[config.mk]
export PLATFORM = sky130hd
export DESIGN_NAME = seg_scan_ctrl
export DESIGN_NICKNAME = d
export VERILOG_FILES = /design/src/rtl/seg_scan_ctrl.sv
export SDC_FILE = /design/constraint.sdc
export NUM_CORES = 1
export LEC_CHECK = 0
export CORE_ASPECT_RATIO = 1.1
export CORE_MARGIN = 1.5
export CORE_UTILIZATION = 50
export CTS_BUF_LIST = sky130_fd_sc_hd__clkbuf_8
export CTS_CLUSTER_DIAMETER = 40
export DETAILED_ROUTE_END_ITERATION = 16
export MAX_ROUTING_LAYER = met4
export PLACE_DENSITY = 0.72
export SLEW_MARGIN = 40
export SYNTH_ARGS = -nofsm -noshare
export SYNTH_HDL_FRONTEND = slang
export SYNTH_SLANG_ARGS = --single-unit
export TNS_END_PERCENT = 10
[constraint.sdc]
create_clock -name i_clk -period 3.4 [get_ports i_clk]
set_input_delay 0.34 -clock i_clk [delete_from_list [all_inputs] [get_ports i_clk]]
set_output_delay 0.34 -clock i_clk [all_outputs]
set_load 0.01 [all_outputs]
[src/rtl/seg_scan_ctrl.sv]
// Time-multiplexed hex display scanner: one shared decoder, per-slot blanking, frame-aligned commit.
// Optional leading-zero suppression is compiled in with `define SEG_LZ_BLANK_EN.
module seg_scan_ctrl #(
   parameter int DIGITS    = 4,
   parameter int SCAN_DIV  = 50000,
   parameter int BLANK_CYC = 500
) (
   input  logic                  i_clk,
   input  logic                  i_reset,
   input  logic                  i_load,
   input  logic [4*DIGITS-1:0]   i_value,
   input  logic [DIGITS-1:0]     i_digit_en,
   output logic                  o_pending,
   output logic                  o_frame_done,
   output logic [6:0]            o_dout,
   output logic [DIGITS-1:0]     o_an
);

   localparam int CW = (SCAN_DIV > 1) ? $clog2(SCAN_DIV) : 1;
   localparam int IW = (DIGITS > 1) ? $clog2(DIGITS) : 1;
   localparam logic [CW-1:0] CNT_LAST  = CW'(SCAN_DIV - 1);
   localparam logic [CW-1:0] CNT_BLANK = CW'(BLANK_CYC);
   localparam logic [IW-1:0] IDX_LAST  = IW'(DIGITS - 1);

   typedef enum logic {BLANK, SHOW} state_t;

   function automatic logic [6:0] f_decode(input logic [3:0] n);
      case (n)
         4'h0: f_decode = 7'b1000000;
         4'h1: f_decode = 7'b1111001;
         4'h2: f_decode = 7'b0100100;
         4'h3: f_decode = 7'b0110000;
         4'h4: f_decode = 7'b0011001;
         4'h5: f_decode = 7'b0010010;
         4'h6: f_decode = 7'b0000010;
         4'h7: f_decode = 7'b1111000;
         4'h8: f_decode = 7'b0000000;
         4'h9: f_decode = 7'b0010000;
         4'hA: f_decode = 7'b0001000;
         4'hB: f_decode = 7'b0000011;
         4'hC: f_decode = 7'b1000110;
         4'hD: f_decode = 7'b0100001;
         4'hE: f_decode = 7'b0000110;
         default: f_decode = 7'b0001110;
      endcase
   endfunction

   state_t                   r_state;
   logic [CW-1:0]            r_cnt;
   logic [IW-1:0]            r_idx;
   logic [DIGITS-1:0][3:0]   r_shadow;
   logic [DIGITS-1:0][3:0]   r_active;
   logic                     r_pending;
   logic                     r_frame_done;
   logic [6:0]               r_dout;
   logic [DIGITS-1:0]        r_an;

   logic                     w_last_slot;
   logic                     w_frame_end;
   logic [CW-1:0]            w_cnt_nxt;
   logic [IW-1:0]            w_idx_nxt;
   logic [DIGITS-1:0][3:0]   w_active_nxt;
   logic                     w_show_nxt;
   logic [DIGITS-1:0]        w_lz;
   logic                     w_digit_on;

   assign w_last_slot = (r_cnt == CNT_LAST);
   assign w_frame_end = w_last_slot && (r_idx == IDX_LAST);
   assign w_cnt_nxt   = w_last_slot ? '0 : r_cnt + CW'(1);
   assign w_idx_nxt   = !w_last_slot ? r_idx :
                        (r_idx == IDX_LAST) ? '0 : r_idx + IW'(1);

   // A load on the frame-end cycle bypasses the shadow so it lands in this frame boundary.
   always_comb begin
      w_active_nxt = r_active;
      if (w_frame_end) begin
         if (i_load)         w_active_nxt = i_value;
         else if (r_pending) w_active_nxt = r_shadow;
      end
   end

   assign w_show_nxt = (r_state == SHOW) ? !w_last_slot : (w_cnt_nxt == CNT_BLANK);

`ifdef SEG_LZ_BLANK_EN
   assign w_lz[0] = 1'b0;
   for (genvar gi = 1; gi < DIGITS; gi++) begin : g_lz
      assign w_lz[gi] = (w_active_nxt[DIGITS-1:gi] == '0);
   end
`else
   assign w_lz = '0;
`endif

   assign w_digit_on = w_show_nxt && i_digit_en[w_idx_nxt] && !w_lz[w_idx_nxt];

   // Outputs are registered from next-state values so they switch on the same edge as cnt/state.
   always_ff @(posedge i_clk) begin
      if (i_reset) begin
         r_state      <= BLANK;
         r_cnt        <= '0;
         r_idx        <= '0;
         r_shadow     <= '0;
         r_active     <= '0;
         r_pending    <= 1'b0;
         r_frame_done <= 1'b0;
         r_dout       <= '1;
         r_an         <= '1;
      end else begin
         case (r_state)
            BLANK: if (w_cnt_nxt == CNT_BLANK) r_state <= SHOW;
            SHOW:  if (w_last_slot)            r_state <= BLANK;
            default:                           r_state <= BLANK;
         endcase
         r_cnt        <= w_cnt_nxt;
         r_idx        <= w_idx_nxt;
         r_active     <= w_active_nxt;
         if (i_load) r_shadow <= i_value;
         r_pending    <= w_frame_end ? 1'b0 : (r_pending | i_load);
         r_frame_done <= (w_cnt_nxt == CNT_LAST) && (w_idx_nxt == IDX_LAST);
         r_an         <= w_digit_on ? ~(DIGITS'(1) << w_idx_nxt) : '1;
         r_dout       <= w_digit_on ? f_decode(w_active_nxt[w_idx_nxt]) : '1;
      end
   end

   assign o_pending    = r_pending;
   assign o_frame_done = r_frame_done;
   assign o_dout       = r_dout;
   assign o_an         = r_an;

endmodule

# == Word level (Yosys, flattened, before mapping) ==
# Memories as Yosys holds them, arrays and structs flattened. A register that Yosys moved wholly into a read port is not among the register bits.
# Index checks and enable logic that the tools add are counted.
# totals
regBits,57
latch_bits,0
ramBits,0
romBits,112
out_inout_bits,13
word_cells,52
mem_count,1
# classes
add_sub_neg,2
n_mul,0
n_div,0
magnitude_cmp,1
n_eq_ne,5
shift,1
mux,16
n_bitwise,4
reduce_logical,8
# mem_list
memory,words,word_bits,read_ports,rd_clocked_by_memory_dff,wr,line_no,source
(name not given),16,7,1,1,0,28,case (n)
# op_table
op,n
16-bit two-way mux,4
"16-bit equality test, second input constant",2
"16-bit by 1-bit adder with 16-bit output, second input constant",1
"16-bit by 9-bit equality test with 1-bit output, second input constant",1
4-bit binary-select mux with 2-bit select,1
1-bit two-way mux,5
1-bit binary-select mux with 2-bit select,2
"2-bit equality test, second input constant",2
1-bit logical AND,4
2-bit two-way mux,2
4-bit two-way mux,1
4-bit NOT,1
2-bit OR reduction,2
"1-bit by 2-bit left shift with 4-bit output, first input constant",1
"2-bit by 3-bit less-than comparator with 1-bit output, second input constant",1
"2-bit by 1-bit adder with 2-bit output, second input constant",1
1-bit logical NOT,2
1-bit NOT,2
1-bit one-hot mux with 2 select lines,1
1-bit bitwise OR,1

# == Longest topological paths before layout ==
# Gate-level depths: netlist (run 1).
# depth
depth_word,9
depth_mapped,14

# == Worst setup path before layout (run 1) ==
# No wires, ideal clock.
# synth_timing
path_kind,register to register
start,reg r_cnt[11]
end,"reg r_dout[1], in the netlist o_dout[1]"
setup_ns,0.069
arrival_time_ns,2.934
t_required_ns,3.331
path_slack_ns,0.397
path_stages_with_launch,13
path_buffers,2
period_less_slack_ns,3.003
cell_sequence,dfxtp_1 -> buf_6 -> nor4_4 -> and4_1 -> buf_6 -> mux2i_2 -> nor2_1 -> a221oi_2 -> inv_1 -> ha_1 -> inv_1 -> mux2_4 -> o21ai_1
# synth_via
elab_chain_len,8
word_cells_on_any_way,20
cone_classes,add/sub (1); eq/ne (2); mux (10); bitwise (1); reduce/logical (6)
# synth_rtl
element,line_no,source
"start, declared",49,logic [CW-1:0] r_cnt;
"start signal, assigned",113,r_cnt <= w_cnt_nxt;
16-bit by 1-bit adder with 16-bit output / 16-bit equality test (equally long branches),"69, 67",
16-bit two-way mux / 2-bit two-way mux (equally long branches),"69, 70",
16-bit by 9-bit equality test with 1-bit output / 1-bit binary-select mux with 2-bit select (equally long branches),"82, 93",
"1-bit two-way mux, on equally long branches","82, 93",
1-bit logical AND / 1-bit logical NOT (equally long branches),93,assign w_digit_on = w_show_nxt && i_digit_en[w_idx_nxt] && !w_lz[w_idx_nxt];
1-bit logical AND,93,
1-bit NOT (no line),n/a,
2-bit OR reduction (no line),n/a,
"end, declared",55,logic [6:0] r_dout;
# Several ways; a longest one is shown, not always the timed one. The select of a mux whose other input is x is not followed.
# A chain may end at the register's enable or synchronous reset.

# == Worst setup path after layout (run 1) ==
# layout_timing
start,reg r_cnt[0]
end,"reg r_dout[0], in the netlist o_dout[0]"
# Same word-level chain as after synthesis.

==> results of run 1 <==
==> layout make-up <==
cell class | instances | area (µm²)
flip-flops and latches | 64 | 1280
clock buffers | 9 | 124
fillers | 534 | 2360
multi-input cells | 238 | 1700
repair buffers | 49 | 455
clock inverters | 7 | 63.8
well taps | 80 | 100
inverters | 18 | 67.6
==> synthesized netlist by cell type (2+ instances only) <==
master    number  area [µm²]
nor3_1         5        25.0
a211o_1        2        17.5
nand2b_1       6        37.5
xor2_1         4        35.0
a41oi_1        4        35.0
inv_1         18        67.6
clkbuf_1      11        41.3
a221oi_2       4        60.1
ha_1           7        87.6
buf_4          2        15.0
a221o_1        4        40.0
dfxtp_1       64        1280
a221oi_1       3        26.3
buf_6          5        56.3
a21oi_1        4        20.0
nand4_1        4        25.0
mux2i_2        2        27.5
nor4_1         4        25.0
nand2_1        9        33.8
nor2b_1       10        62.6
o21ai_0        7        35.0
or2_2          3        18.8
a211oi_1       2        15.0
and4_1         4        35.0
o22a_1         2        17.5
o22ai_1        6        37.5
nor2_1        54         203
or4_1          4        30.0
o21ai_1        2        10.0
nand3_1        8        40.0
buf_2          3        15.0
a31oi_1       10        62.6
a32o_1        10         100
mux2i_1       23         230
xnor2_1        9        78.8
o221ai_1       2        17.5
==> worst max-delay path, cell delays in order (launching register included) <==
cell      delay (ns)
dfxtp_1         0.39
ha_1            0.25
and4_1          0.21
and4_2          0.40
mux2i_2         0.38
buf_4           0.21
or2_2           0.12
o22ai_1         0.05
or2_2           0.34
ha_1            0.26
nor4b_1         0.31
a311oi_1        0.08
==> how the worst max path moves through the flow <==
stage	depth (start not counted)	from	to
3_3_place_gp	11	r_cnt[0]	o_dout[0]
3_5_place_dp	11	r_cnt[0]	o_dout[0]
5_1_grt	11	r_cnt[0]	o_dout[0]
4_1_cts	12	r_cnt[0]	o_dout[3]
2_1_floorplan	12	r_cnt[11]	o_dout[1]
6_report	11	r_cnt[0]	o_dout[0]
==> power groups by stage <==
| stage | combinational, mW | clock (mW) | sequential (mW) |
|---|---|---|---|
| floorplan | 0.0505 | 0 | 0.789 |
| finish | 0.0939 | 0.631 | 0.777 |
| detailed placement | 0.0939 | 0 | 0.794 |
| global placement | 0.0925 | 0 | 0.793 |
| global route | 0.104 | 0.679 | 0.779 |
| CTS | 0.0941 | 0.640 | 0.777 |
==> flip-flops by register name (all words and copies together), names as in the netlist <==
name	count
o_an	4
r_shadow	16
r_cnt	16
r_active	16
o_dout	7
r_state	1
o_pending	1
r_idx	2
o_frame_done	1
==> metrics by stage <==
stage / std cells / power (mW) / utilization [%] / cell area, µm² / worst slack [ns]
2_1_floorplan: 342 / 0.840 / - / 3180 / 0.397
3_3_place_gp: 449 / 0.886 / 58.6 / 3600 / 0.283
3_5_place_dp: 449 / 0.888 / 58.6 / 3600 / 0.192
4_1_cts: 465 / 1.51 / 61.6 / 3790 / 0.162
5_1_grt: 465 / 1.56 / 61.6 / 3790 / 0.0186
6_report: 465 / 1.50 / 61.6 / 3790 / 0.271
==> what timing repair did <==
action,CTS,global route
hold buffers,0,0
resized for setup,0,2
endpoints found under the setup margin,0,5
==> logic make-up (layout without fill, tap and decap cells) <==
logic type	after synthesis	after routing
mux	26	26
fa+ha+maj	7	7
simple gates	122	122
xor+xnor	13	13
compound gates	70	70
flops	64	64
buf+inv	40	83
==> per-layer routing <==
| layer | up-vias | global-route usage, % | wire, µm |
|---|---|---|---|
| li1 | 1328 | - | - |
| met4 | 0 | 11.3 | 178 |
| met5 | - | - | 0 |
| met1 | 1302 | 28.8 | 3160 |
| met2 | 74 | 38.9 | 3650 |
| met3 | 19 | 6.32 | 261 |
==> summary.txt, run 1 <==
Hold path endpoint: r_shadow[9]
Post-synthesis register bit count: 64
Worst EP arrival: 3.35 ns
Worst-case clock buffer depth: 2
Cell leakage power: 1.47 nW
I/O pins: 36
Detailed Routing Iterations Pass 1: 7
Critical path class: reg -> reg
Fmax: 320 MHz
Core ar.: 6160 µm²
Min Tclk post-route: 3.13 ns
Total wire length: 7250 µm
Worst-Margin Slew: 0.505 ns
Reg2Reg Setup Slack: 0.27 ns
Input/output buffers: 35
Max-cap viol count: 0
Clock power frac: 42.0%
Post-DR vias/cell: 5.86
HPWL after DPL: 5280 µm
Power Internal: 1.14 mW
Worst setup EP type: flop
Count of pins over their slew limit: 0
Reg2Reg Depth: 11
Number of synthesized flops with an enable pin: 0
Hold Path Origin: r_shadow[9]
Hold Path Class: reg -> reg
Wirelength per Cell: 15.6 µm
First-pass GRT wire length: 12500 µm
Area Growth Syn to Fin: 19.3%
Layout cell share with drive strength beyond 1: 12.2%
Reg-to-reg startpoint: r_cnt[0]
Synthesized area per cell: 9.30 µm²
Post-CTS Setup Bufs: 0
Die Wd: 79.0 µm
Most frequent cells in the layout: 64 x dfxtp_1, 54 x nor2_1, 35 x clkdlybuf4s50_1
Diodes inserted: 0
Comb pwr share: 6.2%
Compound-cell area share of the yosys netlist: 18.1%
# nets final: 410
Initial core utilization: 51.7%
Hold Fails Final Rpt: 0
Top_reg_cell synth: dfxtp_1
RSZ-0062 raised after global routing: false
Syn Nets: 372
Slew Limit Headroom: 66.3%
Sequential share of the synthesized area: 40.3%
Vias in the first global route: 2610
Skew final: 0.00896 ns
RR Endpoint: o_dout[0]
Seq pwr share: 51.7%
Cell Rows: 30
Die Y: 86.7 µm
Most common cell after layout, fill and taps aside: dfxtp_1
Initial antenna violation count: 0
Outcome: finished clean
Via count: 2723
Synth Area in XOR/XNOR: 3.58%
CTS tree: yes
P_sw: 358 µW
Synth Instances: 342
Initial DRC count: 178
Synth Area in Simple Gates: 20.5%
Cell Pwr Density: 396 nW/µm²
Clock sinks: 64
DRC errors left: 0
Largest family of logic cells by synthesized area: simple AND/OR/NAND/NOR gates
Adder-cell share of the synthesized area: 2.75%
DIE AREA: 6850 µm²
Setup violators final: 0
GRT Total Usage: 24.4%
Setup TNS Final: 0 ns
GP Congestion: 0.881
CP Max Fanout: 9
H-tree lvl count: 3
Startpoint Class: flop
Hold Path Depth: 2
Clk_lat worst skew: 0.35 ns
Hold_ws: 0.495 ns
Switching share of power: 23.8%
Gr ovfl total: 0
WP data required: 3.62 ns
Clock-pin slew on the worst setup and hold paths: 0.07 ns
VDD IR-drop max: 0.000262 V
Post-synthesis async set-or-reset flop share: 0%
Total CTS buffers: 9
Synth warn: 0
Largest net degree at the start of global routing: 32
Post-synth cell types: 57
Root buf cell: clkbuf_8
Post-Syn Area: 3180 µm²
Post-route ant nets: 0
Mux cell area share after synthesis: 8.58%
Final Cycle Share: 92.0%
Note: power is estimated with default switching activity, not from simulation.
==> inputs of run 2 (changes only) <==
--- a/config.mk
+++ b/config.mk
@@ -11,6 +11,7 @@
 export CTS_BUF_LIST = sky130_fd_sc_hd__clkbuf_8
 export CTS_CLUSTER_DIAMETER = 40
 export DETAILED_ROUTE_END_ITERATION = 16
+export GPL_TIMING_DRIVEN = 0
 export MAX_ROUTING_LAYER = met4
 export PLACE_DENSITY = 0.72
 export SLEW_MARGIN = 40
==> run 2 against run 1 <==
  * Clock power grew 16%
  * Cell count up 1.5%
  * Via count decreased by 0.40%
  * Largest cell class unchanged
==> summary.txt, run 2 (same netlist as run 1, synthesis figures left out) <==
Outcome: finished clean
Final Cycle Share: 94.1% (+2.1 points)
Comb pwr share: 6.0% (-0.2 points)
Placed Instance Area: 3620 µm² (+0.45%)
Critical path class: reg -> reg
Max-cap viol count: 0 (unchanged)
Area Growth Syn to Fin: 22.9%
H-tree lvl count: 3 (unchanged)
GRT busiest layer: met2
Via count: 2712 (-0.40%)
Min Tclk post-route: 3.20 ns (+0.0702 ns)
Met2 Usage GRT: 41.3% (+2.5 points)
Met1 Usage GRT: 29.6% (+0.78 points)
Fillers: 527 (-1.3%)
First-pass GRT wire length: 12800 µm (+2.0%)
Total wire length: 7710 µm (+6.3%)
CTS Hold Bufs: 0 (unchanged)
Total CTS buffers: 9 (unchanged)
HPWL after DPL: 5410 µm (+2.4%)
GRT Total Usage: 24.6% (+0.23 points)
Worst EP arrival: 3.47 ns (+0.12 ns)
Post-DR vias/cell: 5.75 (-1.9%)
Cell leakage power: 1.49 nW (+1.4%)
Cell Rows: 30 (unchanged)
Initial core utilization: 51.7% (unchanged)
Hold Path Class: in -> reg
Clock sinks: 64 (unchanged)
Startpoint Class: flop
Most common cell after layout, fill and taps aside: dfxtp_1
CTS tree: yes
Fmax: 313 MHz (-2.2%)
Largest net degree at the start of global routing: 11 (-66%)
Diodes inserted: 0 (unchanged)
CP Max Fanout: 10 (+1)
Setup violators final: 0 (unchanged)
Layout cell share with drive strength beyond 1: 11.2% (-0.98 points)
M3 GR Usage: 5.47% (-0.84 points)
VDD IR-drop max: 0.000261 V (-0.26%)
Worst-Margin Slew: 0.748 ns (+0.243 ns)
Worst setup EP type: flop
Count of pins over their slew limit: 0 (unchanged)
Die Y: 86.7 µm (unchanged)
Clk_lat worst skew: 0.34 ns (about the same)
Clock-pin slew on the worst setup and hold paths: 0.07 ns (about the same)
RSZ-0062 raised after global routing: true
# nets final: 418 (+2.0%)
Tot Pwr: 1.60 mW (+6.8%)
Seq pwr share: 48.3% (-3.4 points)
Worst-case clock buffer depth: 2 (unchanged)
WP data required: 3.67 ns (+0.05 ns)
Gr ovfl total: 0 (unchanged)
Slew Limit Headroom: 50.1% (-16 points)
Top flop regs: r_active x16, r_cnt x16, r_shadow x16
Skew final: 0.0100 ns (+0.00104 ns)
Clock power frac: 45.7% (+3.7 points)
Die Wd: 79.0 µm (unchanged)
Detailed Routing Iterations Pass 1: 4 (-3)
DIE AREA: 6850 µm² (unchanged)
Switching share of power: 21.7% (-2.1 points)
P_sw: 348 µW (-2.7%)
Core ar.: 6160 µm² (unchanged)
Initial DRC count: 146 (-18%)
Cell Pwr Density: 411 nW/µm² (+3.7%)
Post-route ant nets: 0 (unchanged)
Initial antenna violation count: 0 (unchanged)
Most frequent cells in the layout: 64 x dfxtp_1, 54 x nor2_1, 34 x clkdlybuf4s50_1
Vias in the first global route: 2722 (+4.3%)
Root buf cell: clkbuf_8
Post-route cell area: 3910 µm² (+3.0%)
Wirelength per Cell: 16.3 µm (+4.7%)
I/O pins: 36 (unchanged)
Hold Fails Final Rpt: 0 (unchanged)
Power Internal: 1.26 mW (+9.7%)
DRC errors left: 0 (unchanged)
Input/output buffers: 34 (-2.9%)
GP Congestion: 0.893 (+1.4%)
==> run 2: changes by cell type in the layout (fill, tap and decap cells not counted), sizes merged <==
cell / before / now
clkdlybuf4s50: 35 / 34
clkinvlp: 2 / 0
buf: 14 / 10
clkbuf: 9 / 24
clkinv: 3 / 1
bufinv: 1 / 2
==> run 2: metal layers <==
metal	share of wire (%)	vias to the layer above
li1	-	1336
met3	4.0	8
met2	51	55
met4	0.99	0
met1	44	1313
met5	0	-
==> run 2: power groups by stage <==
stage	sequential, mW	combinational [mW]	clock, mW
after floorplan	0.789	0.0505	0
after global routing	0.776	0.107	0.779
after global placement	0.791	0.0946	0
after detailed placement	0.792	0.0963	0
after CTS	0.775	0.0965	0.738
final	0.775	0.0967	0.733
==> run 2: worst paths after layout <==
check	end	cells past startpoint	slack, ns	from
min reg2reg	r_cnt[0]	1	0.49	r_cnt[0]
max reg2reg	o_dout[1]	12	0.20	r_cnt[0]
min	r_cnt[2]	2	0.34	i_reset
max	o_dout[1]	12	0.20	r_cnt[0]
==> run 2: final cells by class <==
| cell class | instances | area (µm²) | area share [%] |
|---|---|---|---|
| clock buffers | 11 | 151 | 3.87 |
| inverters | 18 | 67.6 | 1.73 |
| flip-flops and latches | 64 | 1280 | 32.8 |
| plain buffers | 22 | 136 | 3.49 |
| multi-input cells | 238 | 1750 | 44.9 |
| clock inverters | 4 | 68.8 | 1.76 |
| well taps | 80 | 100 | 2.56 |
| repair buffers | 35 | 348 | 8.90 |
==> run 2: critical path: stages, from the launching register on <==
cell	delay, ns
dfxtp_1	0.40
ha_1	0.24
and4_1	0.20
and4_1	0.21
buf_6	0.17
mux2i_4	0.41
nor2_1	0.25
a221oi_4	0.45
inv_1	0.11
ha_1	0.29
inv_1	0.05
mux2_4	0.26
o21ai_1	0.11
==> run 2: through the flow <==
stage | hold WS, ns | worst slack (ns) | cells | setup TNS [ns] | util [%]
2_1_floorplan | 0.441 | 0.397 | 342 | 0 | -
3_3_place_gp | 0.461 | -0.103 | 456 | -0.238 | 58.8
3_5_place_dp | 0.475 | -0.147 | 456 | -0.389 | 58.8
4_1_cts | 0.349 | 0.0306 | 471 | 0 | 63.0
5_1_grt | 0.388 | -0.0327 | 472 | -0.0327 | 63.5
6_report | 0.345 | 0.201 | 472 | 0 | 63.5
==> run 2: what timing repair did <==
item,CTS,global route
pin swaps,0,1
gates cloned,0,0
endpoints found under the hold margin,0,0
resized for setup,5,8
endpoints found under the setup margin,5,7
setup buffers,0,1
